<file path="config.mk">
export PLATFORM = sky130hd
export DESIGN_NAME = uart_rx
export DESIGN_NICKNAME = d
export VERILOG_FILES = /design/src/rtl/uart_rx.sv
export SDC_FILE = /design/constraint.sdc
export NUM_CORES = 1
export LEC_CHECK = 0
export CAP_MARGIN = 10
export CORE_ASPECT_RATIO = 0.6
export CORE_MARGIN = 8
export CORE_UTILIZATION = 54
export DETAILED_ROUTE_END_ITERATION = 8
export GPL_ROUTABILITY_DRIVEN = 1
export PLACE_DENSITY = 0.73
export SYNTH_ARGS = -nofsm -noshare
export SYNTH_HDL_FRONTEND = slang
export SYNTH_SLANG_ARGS = --single-unit
</file>
<file path="constraint.sdc">
create_clock -name SCLK -period 2.81 [get_ports SCLK]
set_input_delay 0.4215 -clock SCLK [delete_from_list [all_inputs] [get_ports SCLK]]
set_output_delay 0.4215 -clock SCLK [all_outputs]
set_load 0.02 [all_outputs]
</file>
<file path="src/rtl/uart_rx.sv">
// uart_rx: asynchronous serial receiver, 16x oversampled, 5-8 data bits LSB-first,
// optional even/odd parity, one or two stop bits.
// Ports:
//   SCLK     in   system clock, rising edge
//   SCLR     in   asynchronous active-high reset
//   RX_EN    in   receiver enable, honoured only while idle
//   UMODE    in   [2] parity enable, [1] odd parity, [0] two stop bits
//   SMODE    in   data length 00=8 01=7 10=6 11=5
//   BMODE    in   one-hot baud select 1200..19200, highest bit wins, zero = 9600
//   RX       in   serial line, idle high, asynchronous
//   RX_DATA  out  received byte, right-justified
//   RX_DONE  out  one-cycle frame-complete strobe
//   RX_PERR  out  parity error of last frame
//   RX_FERR  out  framing error of last frame
//   RX_BUSY  out  frame in progress
module uart_rx #(
  parameter int unsigned CLK_HZ = 100_000_000
) (
  input  logic       SCLK,
  input  logic       SCLR,
  input  logic       RX_EN,
  input  logic [2:0] UMODE,
  input  logic [1:0] SMODE,
  input  logic [4:0] BMODE,
  input  logic       RX,
  output logic [7:0] RX_DATA,
  output logic       RX_DONE,
  output logic       RX_PERR,
  output logic       RX_FERR,
  output logic       RX_BUSY
);

  localparam int unsigned DIV_1200  = (CLK_HZ + 8 * 1200)  / (16 * 1200);
  localparam int unsigned DIV_2400  = (CLK_HZ + 8 * 2400)  / (16 * 2400);
  localparam int unsigned DIV_4800  = (CLK_HZ + 8 * 4800)  / (16 * 4800);
  localparam int unsigned DIV_9600  = (CLK_HZ + 8 * 9600)  / (16 * 9600);
  localparam int unsigned DIV_19200 = (CLK_HZ + 8 * 19200) / (16 * 19200);
  localparam int unsigned CNT_W     = (DIV_1200 > 1) ? $clog2(DIV_1200) : 1;

  localparam logic [2:0] S_IDLE  = 3'd0;
  localparam logic [2:0] S_START = 3'd1;
  localparam logic [2:0] S_DATA  = 3'd2;
  localparam logic [2:0] S_PAR   = 3'd3;
  localparam logic [2:0] S_STOP1 = 3'd4;
  localparam logic [2:0] S_STOP2 = 3'd5;
  localparam logic [2:0] S_DONE  = 3'd6;

  logic             r_rx_meta;
  logic             r_rxs;
  logic             r_armed;
  logic [2:0]       r_state;
  logic [2:0]       w_next;
  logic [CNT_W-1:0] r_tick_cnt;
  logic [CNT_W-1:0] r_div_m1;
  logic [CNT_W-1:0] w_div_sel;
  logic [3:0]       r_os;
  logic [2:0]       r_bit_cnt;
  logic [7:0]       r_shift;
  logic             r_par;
  logic             r_perr;
  logic             r_ferr;
  logic [2:0]       r_umode;
  logic [1:0]       r_smode;

  logic w_counting;
  logic w_tick;
  logic w_start_det;
  logic w_start_smp;
  logic w_mid;
  logic w_last_bit;

  // Two-flop synchronizer; idles high so reset never looks like a start edge
  always_ff @(posedge SCLK or posedge SCLR) begin
    if (SCLR) begin
      r_rx_meta <= 1'b1;
      r_rxs     <= 1'b1;
    end else begin
      r_rx_meta <= RX;
      r_rxs     <= r_rx_meta;
    end
  end

  // Baud divisor select, highest set bit wins
  always_comb begin
    w_div_sel = CNT_W'(DIV_9600 - 1);
    if (BMODE[4])      w_div_sel = CNT_W'(DIV_19200 - 1);
    else if (BMODE[3]) w_div_sel = CNT_W'(DIV_9600 - 1);
    else if (BMODE[2]) w_div_sel = CNT_W'(DIV_4800 - 1);
    else if (BMODE[1]) w_div_sel = CNT_W'(DIV_2400 - 1);
    else if (BMODE[0]) w_div_sel = CNT_W'(DIV_1200 - 1);
  end

  assign w_counting  = (r_state != S_IDLE) && (r_state != S_DONE);
  assign w_tick      = w_counting && (r_tick_cnt == r_div_m1);
  // Armed means the line has been seen high since the last frame or break
  assign w_start_det = (r_state == S_IDLE) && RX_EN && r_armed && !r_rxs;
  assign w_start_smp = (r_state == S_START) && w_tick && (r_os == 4'd7);
  assign w_mid       = w_tick && (r_os == 4'd15);
  assign w_last_bit  = (r_bit_cnt == (3'd7 - {1'b0, r_smode}));

  // State register
  always_ff @(posedge SCLK or posedge SCLR) begin
    if (SCLR) r_state <= S_IDLE;
    else      r_state <= w_next;
  end

  // Next-state logic
  always_comb begin
    w_next = r_state;
    case (r_state)
      S_IDLE:  if (w_start_det) w_next = S_START;
      S_START: if (w_start_smp) w_next = r_rxs ? S_IDLE : S_DATA;
      S_DATA:  if (w_mid && w_last_bit) w_next = r_umode[2] ? S_PAR : S_STOP1;
      S_PAR:   if (w_mid) w_next = S_STOP1;
      S_STOP1: if (w_mid) w_next = r_umode[0] ? S_STOP2 : S_DONE;
      S_STOP2: if (w_mid) w_next = S_DONE;
      S_DONE:  w_next = S_IDLE;
      default: w_next = S_IDLE;
    endcase
  end

  // Oversampling counters, frame datapath and registered outputs
  always_ff @(posedge SCLK or posedge SCLR) begin
    if (SCLR) begin
      r_armed    <= 1'b0;
      r_tick_cnt <= '0;
      r_div_m1   <= CNT_W'(DIV_9600 - 1);
      r_os       <= 4'd0;
      r_bit_cnt  <= 3'd0;
      r_shift    <= 8'h00;
      r_par      <= 1'b0;
      r_perr     <= 1'b0;
      r_ferr     <= 1'b0;
      r_umode    <= 3'd0;
      r_smode    <= 2'd0;
      RX_DATA    <= 8'h00;
      RX_DONE    <= 1'b0;
      RX_PERR    <= 1'b0;
      RX_FERR    <= 1'b0;
      RX_BUSY    <= 1'b0;
    end else begin
      RX_DONE <= 1'b0;
      RX_BUSY <= (w_next != S_IDLE);

      if (!w_counting || w_tick) r_tick_cnt <= '0;
      else                       r_tick_cnt <= r_tick_cnt + CNT_W'(1);

      // Phase realigns to the start-bit centre so later samples land mid-bit
      if (!w_counting || w_start_smp) r_os <= 4'd0;
      else if (w_tick)                r_os <= r_os + 4'd1;

      case (r_state)
        S_IDLE: begin
          if (w_start_det) begin
            r_armed   <= 1'b0;
            r_umode   <= UMODE;
            r_smode   <= SMODE;
            r_div_m1  <= w_div_sel;
            r_bit_cnt <= 3'd0;
            r_shift   <= 8'h00;
            r_par     <= 1'b0;
            r_perr    <= 1'b0;
            r_ferr    <= 1'b0;
          end else if (!RX_EN) begin
            r_armed <= r_rxs;
          end else if (r_rxs) begin
            r_armed <= 1'b1;
          end
        end
        S_DATA: begin
          if (w_mid) begin
            r_shift   <= {r_rxs, r_shift[7:1]};
            r_par     <= r_par ^ r_rxs;
            r_bit_cnt <= r_bit_cnt + 3'd1;
          end
        end
        S_PAR: begin
          if (w_mid) r_perr <= r_rxs ^ r_par ^ r_umode[1];
        end
        S_STOP1, S_STOP2: begin
          if (w_mid) begin
            if (!r_rxs) r_ferr <= 1'b1;
            // A high stop bit lets a start edge right after it be accepted
            r_armed <= r_rxs;
          end
        end
        S_DONE: begin
          // Short frames sit in the top bits of the shifter; right-justify
          RX_DATA <= r_shift >> r_smode;
          RX_PERR <= r_perr;
          RX_FERR <= r_ferr;
          RX_DONE <= 1'b1;
        end
        default: ;
      endcase
    end
  end

endmodule

</file>
### After elaboration in Yosys (flattened, before gate mapping)

Index checks and enable logic that the tools add are counted.

* multiply operators: 0
* add/subtract/negate cells: 4
* shift operators: 1
* muxes and demuxes: 38
* order comparisons: 0
* div/mod/pow operators: 0
* equal/unequal tests: 17
* reductions and logical operators: 26
* bitwise operators: 2

Operators by type and width (count)
* $mux 13: 6
* $mux 3: 9
* $pmux 3 s6: 1
* $mux 8: 2
* $pmux 8 s2: 1
* $add 13x1->13 const B: 1
* $eq 13x13->1: 1
* $mux 1: 10
* $ne 2x2->1 const B: 5
* $eq 3x3->1 const B: 3
* $logic_and 1x1->1: 9
* $reduce_and 3->1: 3
* $mux 4: 2
* $pmux 1 s2: 4
* $reduce_bool 2->1: 4
* $shr 8x2->8: 1
* $eq 3x2->1 const B: 2
* $pmux 3 s2: 1
* $reduce_bool 3->1: 2
* $add 4x1->4 const B: 1
* $eq 4x3->1 const B: 1
* $eq 4x4->1 const B: 1
* $mux 2: 2
* $ne 4x4->1 const B: 1
* other kinds (12): 15

* RAM bits: 0
* latch bits: 0
* bits in read-only memories: 0
* word-level logic and storage cells: 107
* input port bits: 14
* memories: 0
* output and inout port bits: 12
* bits in registers: 67

### Logic depth before layout (Yosys ltp)

* depth after elaboration: 8
* depth in mapped cells: 8
* mapped depth without buffers: 6

### Least setup slack after synthesis

Ideal clock, no wire load.

* kind: register to register
* from: reg r_state[2]
* to: reg r_shift[2]
* cell stages (with the launch flop): 8
* period minus slack after synthesis: 1.849 ns
* setup time: 0.125 ns
* arrival time: 1.724 ns
* path buffers: 2
* setup slack: 0.961 ns
* data required time: 2.685 ns
* cells stage by stage: dfrtp_1 buf_6 or3b_4 nor4_2 and4_1 nor2_1 buf_6 mux2_4

* longest elaborated chain between the ends: 6
* elaborated cells between the ends (all ways): 15
* classes of those cells: 4 x eq/ne; 1 x mux; 10 x reduce/logical

Ends and longest elaborated chain
* start: declaration: RTL line 51 `logic [2:0] r_state;`
* start signal: assignment: RTL line 104 `else r_state <= w_next;`
* $ne 3x3->1 (tied with other cells): RTL line 93 `assign w_counting = (r_state != S_IDLE) && (r_state != S_DONE);`
* $logic_and 1x1->1, on equally long branches: RTL line 93, 96
* $logic_and 1x1->1, on equally long branches: RTL line 94, 96
* $logic_and 1x1->1, on equally long branches: RTL line 98, 96
* $ne 2x2->1 (no source line)
* $reduce_and 3->1 (no source line)
* end signal: assignment: RTL line 172 `r_shift <= {r_rxs, r_shift[7:1]};`
* end: declaration: RTL line 58 `logic [7:0] r_shift;`

Several ways; a longest one is shown, not always the timed one.
A chain may end at the register's enable or synchronous reset.

### Final worst setup path

* from: reg r_state[1]
* to: reg r_bit_cnt[2]

* longest elaborated chain between the ends: 6
* elaborated cells between the ends (all ways): 15
* classes of those cells: 4 x eq/ne; 1 x mux; 10 x reduce/logical

Ends and longest elaborated chain
* $ne 3x3->1 (tied with other cells): RTL line 93
* $logic_and 1x1->1, on equally long branches: RTL line 93, 96
* $logic_and 1x1->1, on equally long branches: RTL line 94, 96
* $logic_and 1x1->1, on equally long branches: RTL line 98, 96
* $ne 2x2->1 (no source line)
* $reduce_and 3->1 (no source line)
* end signal: assignment: RTL line 174 `r_bit_cnt <= r_bit_cnt + 3'd1;`
* end: declaration: RTL line 57 `logic [2:0] r_bit_cnt;`

Several ways; a longest one is shown, not always the timed one.

==> key figures <==
Outcome
  – Status: completed

Drt
  – Total detailed-routing wirelength: 7120 µm
  – Antenna Nets Post-Route: 0
  – Via density: 5.49
  – First-pass detailed-route iteration total: 4
  – Initial DRC Count: 194
  – Wire length per cell: 15.7 µm
  – Via count: 2,496
  – Drc violations: 0

Die
  – Die width: 117 µm
  – Initial Util: 0.548
  – Ports: 26
  – Row count: 22
  – Die Ht: 76.5 µm
  – Core box area: 6000 µm²
  – Total die area: 8930 µm²

Cells and area
  – Most frequent cells in the layout: dfrtp_1 (59), nand2_1 (54), nor2_1 (33), clkdlybuf4s50_1 (25), xnor2_1 (16)
  – Final Cell Area: 3840 µm²
  – Antenna diodes: 0
  – Nets: 383
  – Non-filler cells, final: 455
  – Most common cell after layout, fill and taps aside: dfrtp_1
  – Layout cell share with drive strength beyond 1: 0.116
  – Area grow syn2layout: 16.7%

Critical path
  – Worst setup EP type: flip-flop
  – R2R setup slack: 0.75 ns
  – Crit Path Category: flip-flop to flip-flop
  – Crit start category: flip-flop
  – Crit-path max FO: 10
  – CP Data Arrival Time: 2.35 ns
  – Worst path required time: 3.09 ns

Synthesis
  – Distinct cells, synth: 52
  – Mean Syn Cell Area: 9.71 µm²
  – Area contributors post-synth: dfrtp_1 (45%), nand2_1 (6.2%), xnor2_1 (4.3%)
  – Seq cells post-synth: 64
  – Primary FF master, synth: dfrtp_1
  – Sequential fraction of the synthesis area: 0.489
  – Share of the synthesized area in the top cell type: 0.449
  – Mapped Cells: 339
  – Async SR Flop Fraction: 1.00
  – Synth area leader: dfrtp_1
  – EDFF count, synth: 0
  – Post-Synthesis Cell Area: 3290 µm²
  – Net Count, Synth: 356
  – Warnings from Yosys: 0

STA
  – Total negative slack: 0 ns
  – Least-Margin Pin Slew: 0.581 ns
  – Slew Viols, Final: 0
  – Highest Clock Rate: 484 MHz
  – Final Cycle Share: 0.735
  – Final Setup Violations: 0
  – RSZ-0062 raised after global routing: false
  – Worst slew margin relative to its limit: 0.612
  – Fin crit period: 2.06 ns
  – Final hold violation count: 0
  – Layout Skew: 0.0115 ns

Clocking
  – Buffer count from post-CTS setup fixing: 0
  – # hold bufs at CTS: 0
  – Clock Tree Root: clkbuf_8
  – Clk sinks: 64
  – CTS clk-pin slew, worst paths: 0.07 ns
  – CTS H-tree depth: 3
  – TritonCTS clock tree: done
  – Total of cells resized after clock tree synthesis: 0
  – Worst-Skew Late Latency: 0.36 ns
  – Clock buffer depth: 2
  – CTS buffer count: 9

Placement
  – Placed instance count: 439
  – HPWL Detailed: 5180 µm
  – Dpl cell area: 3620 µm²
  – Buffers on Ports: 25
  – GP Congestion: 0.837

Power
  – Leak: 1.76 nW
  – Logic pwr share: 0.272
  – Peak supply drop: 0.660 mV
  – Pwr dens: 819 nW/µm²
  – P_sw: 0.00111 W
  – Internal Power: 0.00204 W
  – Clock share of power: 0.279
  – Fraction of power consumed by sequential logic: 0.449
  – Sw Share: 0.352

GRT
  – First-pass GRT wire length: 12,400 µm
  – Number of global-route vias before repair: 2,386
  – Global Route Usage Sum: 0.180
  – Largest net degree at the start of global routing: 65
  – Global route overflow: 0
  – Antenna violations before repair: 0

Job
  – Max-cap violations: 0

Worst hold path
  – HP Class: flip-flop to flip-flop
[worst paths after layout]
check / startpoint / end / depth (start not counted)
max: r_state[1] / r_bit_cnt[2] / 5
min: r_rx_meta / r_rxs / 0
max reg2reg: r_state[1] / r_bit_cnt[2] / 5
min reg2reg: r_rx_meta / r_rxs / 0
max in group asynchronous: SCLR / r_div_m1[1] / 3
min in group asynchronous: SCLR / r_shift[0] / 3
[final cells by class]
cell class	count	area, µm²
timing repair buffer	31	308
multi-input combinational	244	1540
tap	84	105
fill	542	2160
sequential	64	1610
clock buffer	9	124
inverter	16	60.1
clock inverter	7	96.3
[layer usage]
layer / up-vias / wire (µm) / track usage
met5: - / 0 / 0
met4: 0 / 86 / 0.0597
met3: 6 / 555 / 0.0665
met2: 83 / 2700 / 0.211
met1: 1188 / 3790 / 0.283
li1: 1219 / - / -
[worst max-delay path: stages (launching register included)]
cell and delay (ns):
dfrtp_1 0.48, nor2b_1 0.53, and2_0 0.42, nand2_1 0.11, or3_1 0.31, a21oi_1 0.14
[state kept, by name, indices dropped and copies added (netlist names), 2 cells and up]
name and cells:
r_tick_cnt 13, r_div_m1 10, RX_DATA 8, r_shift 8, r_os 4, r_bit_cnt 3, r_state 3, r_umode 3
r_smode 2
[kinds of logic (layout without fill, tap and decap cells)]
| family | Yosys count | after routing | share of synthesized area |
|---|---|---|---|
| flops | 64 | 64 | 0.489 |
| xor+xnor | 26 | 26 | 0.0692 |
| compound gates | 46 | 46 | 0.0890 |
| fa+ha+maj | 3 | 3 | 0.0114 |
| simple gates | 148 | 148 | 0.222 |
| buf+inv | 31 | 63 | 0.0433 |
| mux | 21 | 21 | 0.0764 |
[synth_stat cells, types with 5 or more instances]
| cell type | instances |
|---|---|
| nand2_1 | 54 |
| xor2_1 | 10 |
| clkbuf_1 | 8 |
| mux2_2 | 5 |
| mux2i_1 | 12 |
| nand4_1 | 6 |
| a21oi_1 | 8 |
| nor3_1 | 8 |
| dfrtp_1 | 59 |
| o21ai_0 | 15 |
| and3_1 | 5 |
| dfstp_2 | 5 |
| nor2_1 | 33 |
| and4_1 | 6 |
| inv_1 | 16 |
| xnor2_1 | 16 |
| nand3_1 | 13 |
| o21a_1 | 5 |
[power groups by stage]
stage / logic [W] / clock network [W] / registers (W)
floorplan: 0.000743 / 0 / 0.00129
global placement: 0.000833 / 0 / 0.00141
detailed placement: 0.000853 / 0 / 0.00142
CTS: 0.000857 / 0.000901 / 0.00141
global route: 0.000960 / 0.000944 / 0.00145
finish: 0.000857 / 0.000878 / 0.00141
[per-stage QoR]
stage                     hold slack [ns]  setup WS [ns]   util  total power (W)
after floorplan                     0.345          0.799      -          0.00203
after global placement              0.347          0.860  0.603          0.00224
after detailed placement            0.347          0.768  0.603          0.00228
after CTS                           0.357          0.777  0.640          0.00316
after global routing                0.365          0.515  0.640          0.00335
final                               0.357          0.746  0.640          0.00315
Note: power is estimated with default switching activity, not from simulation.
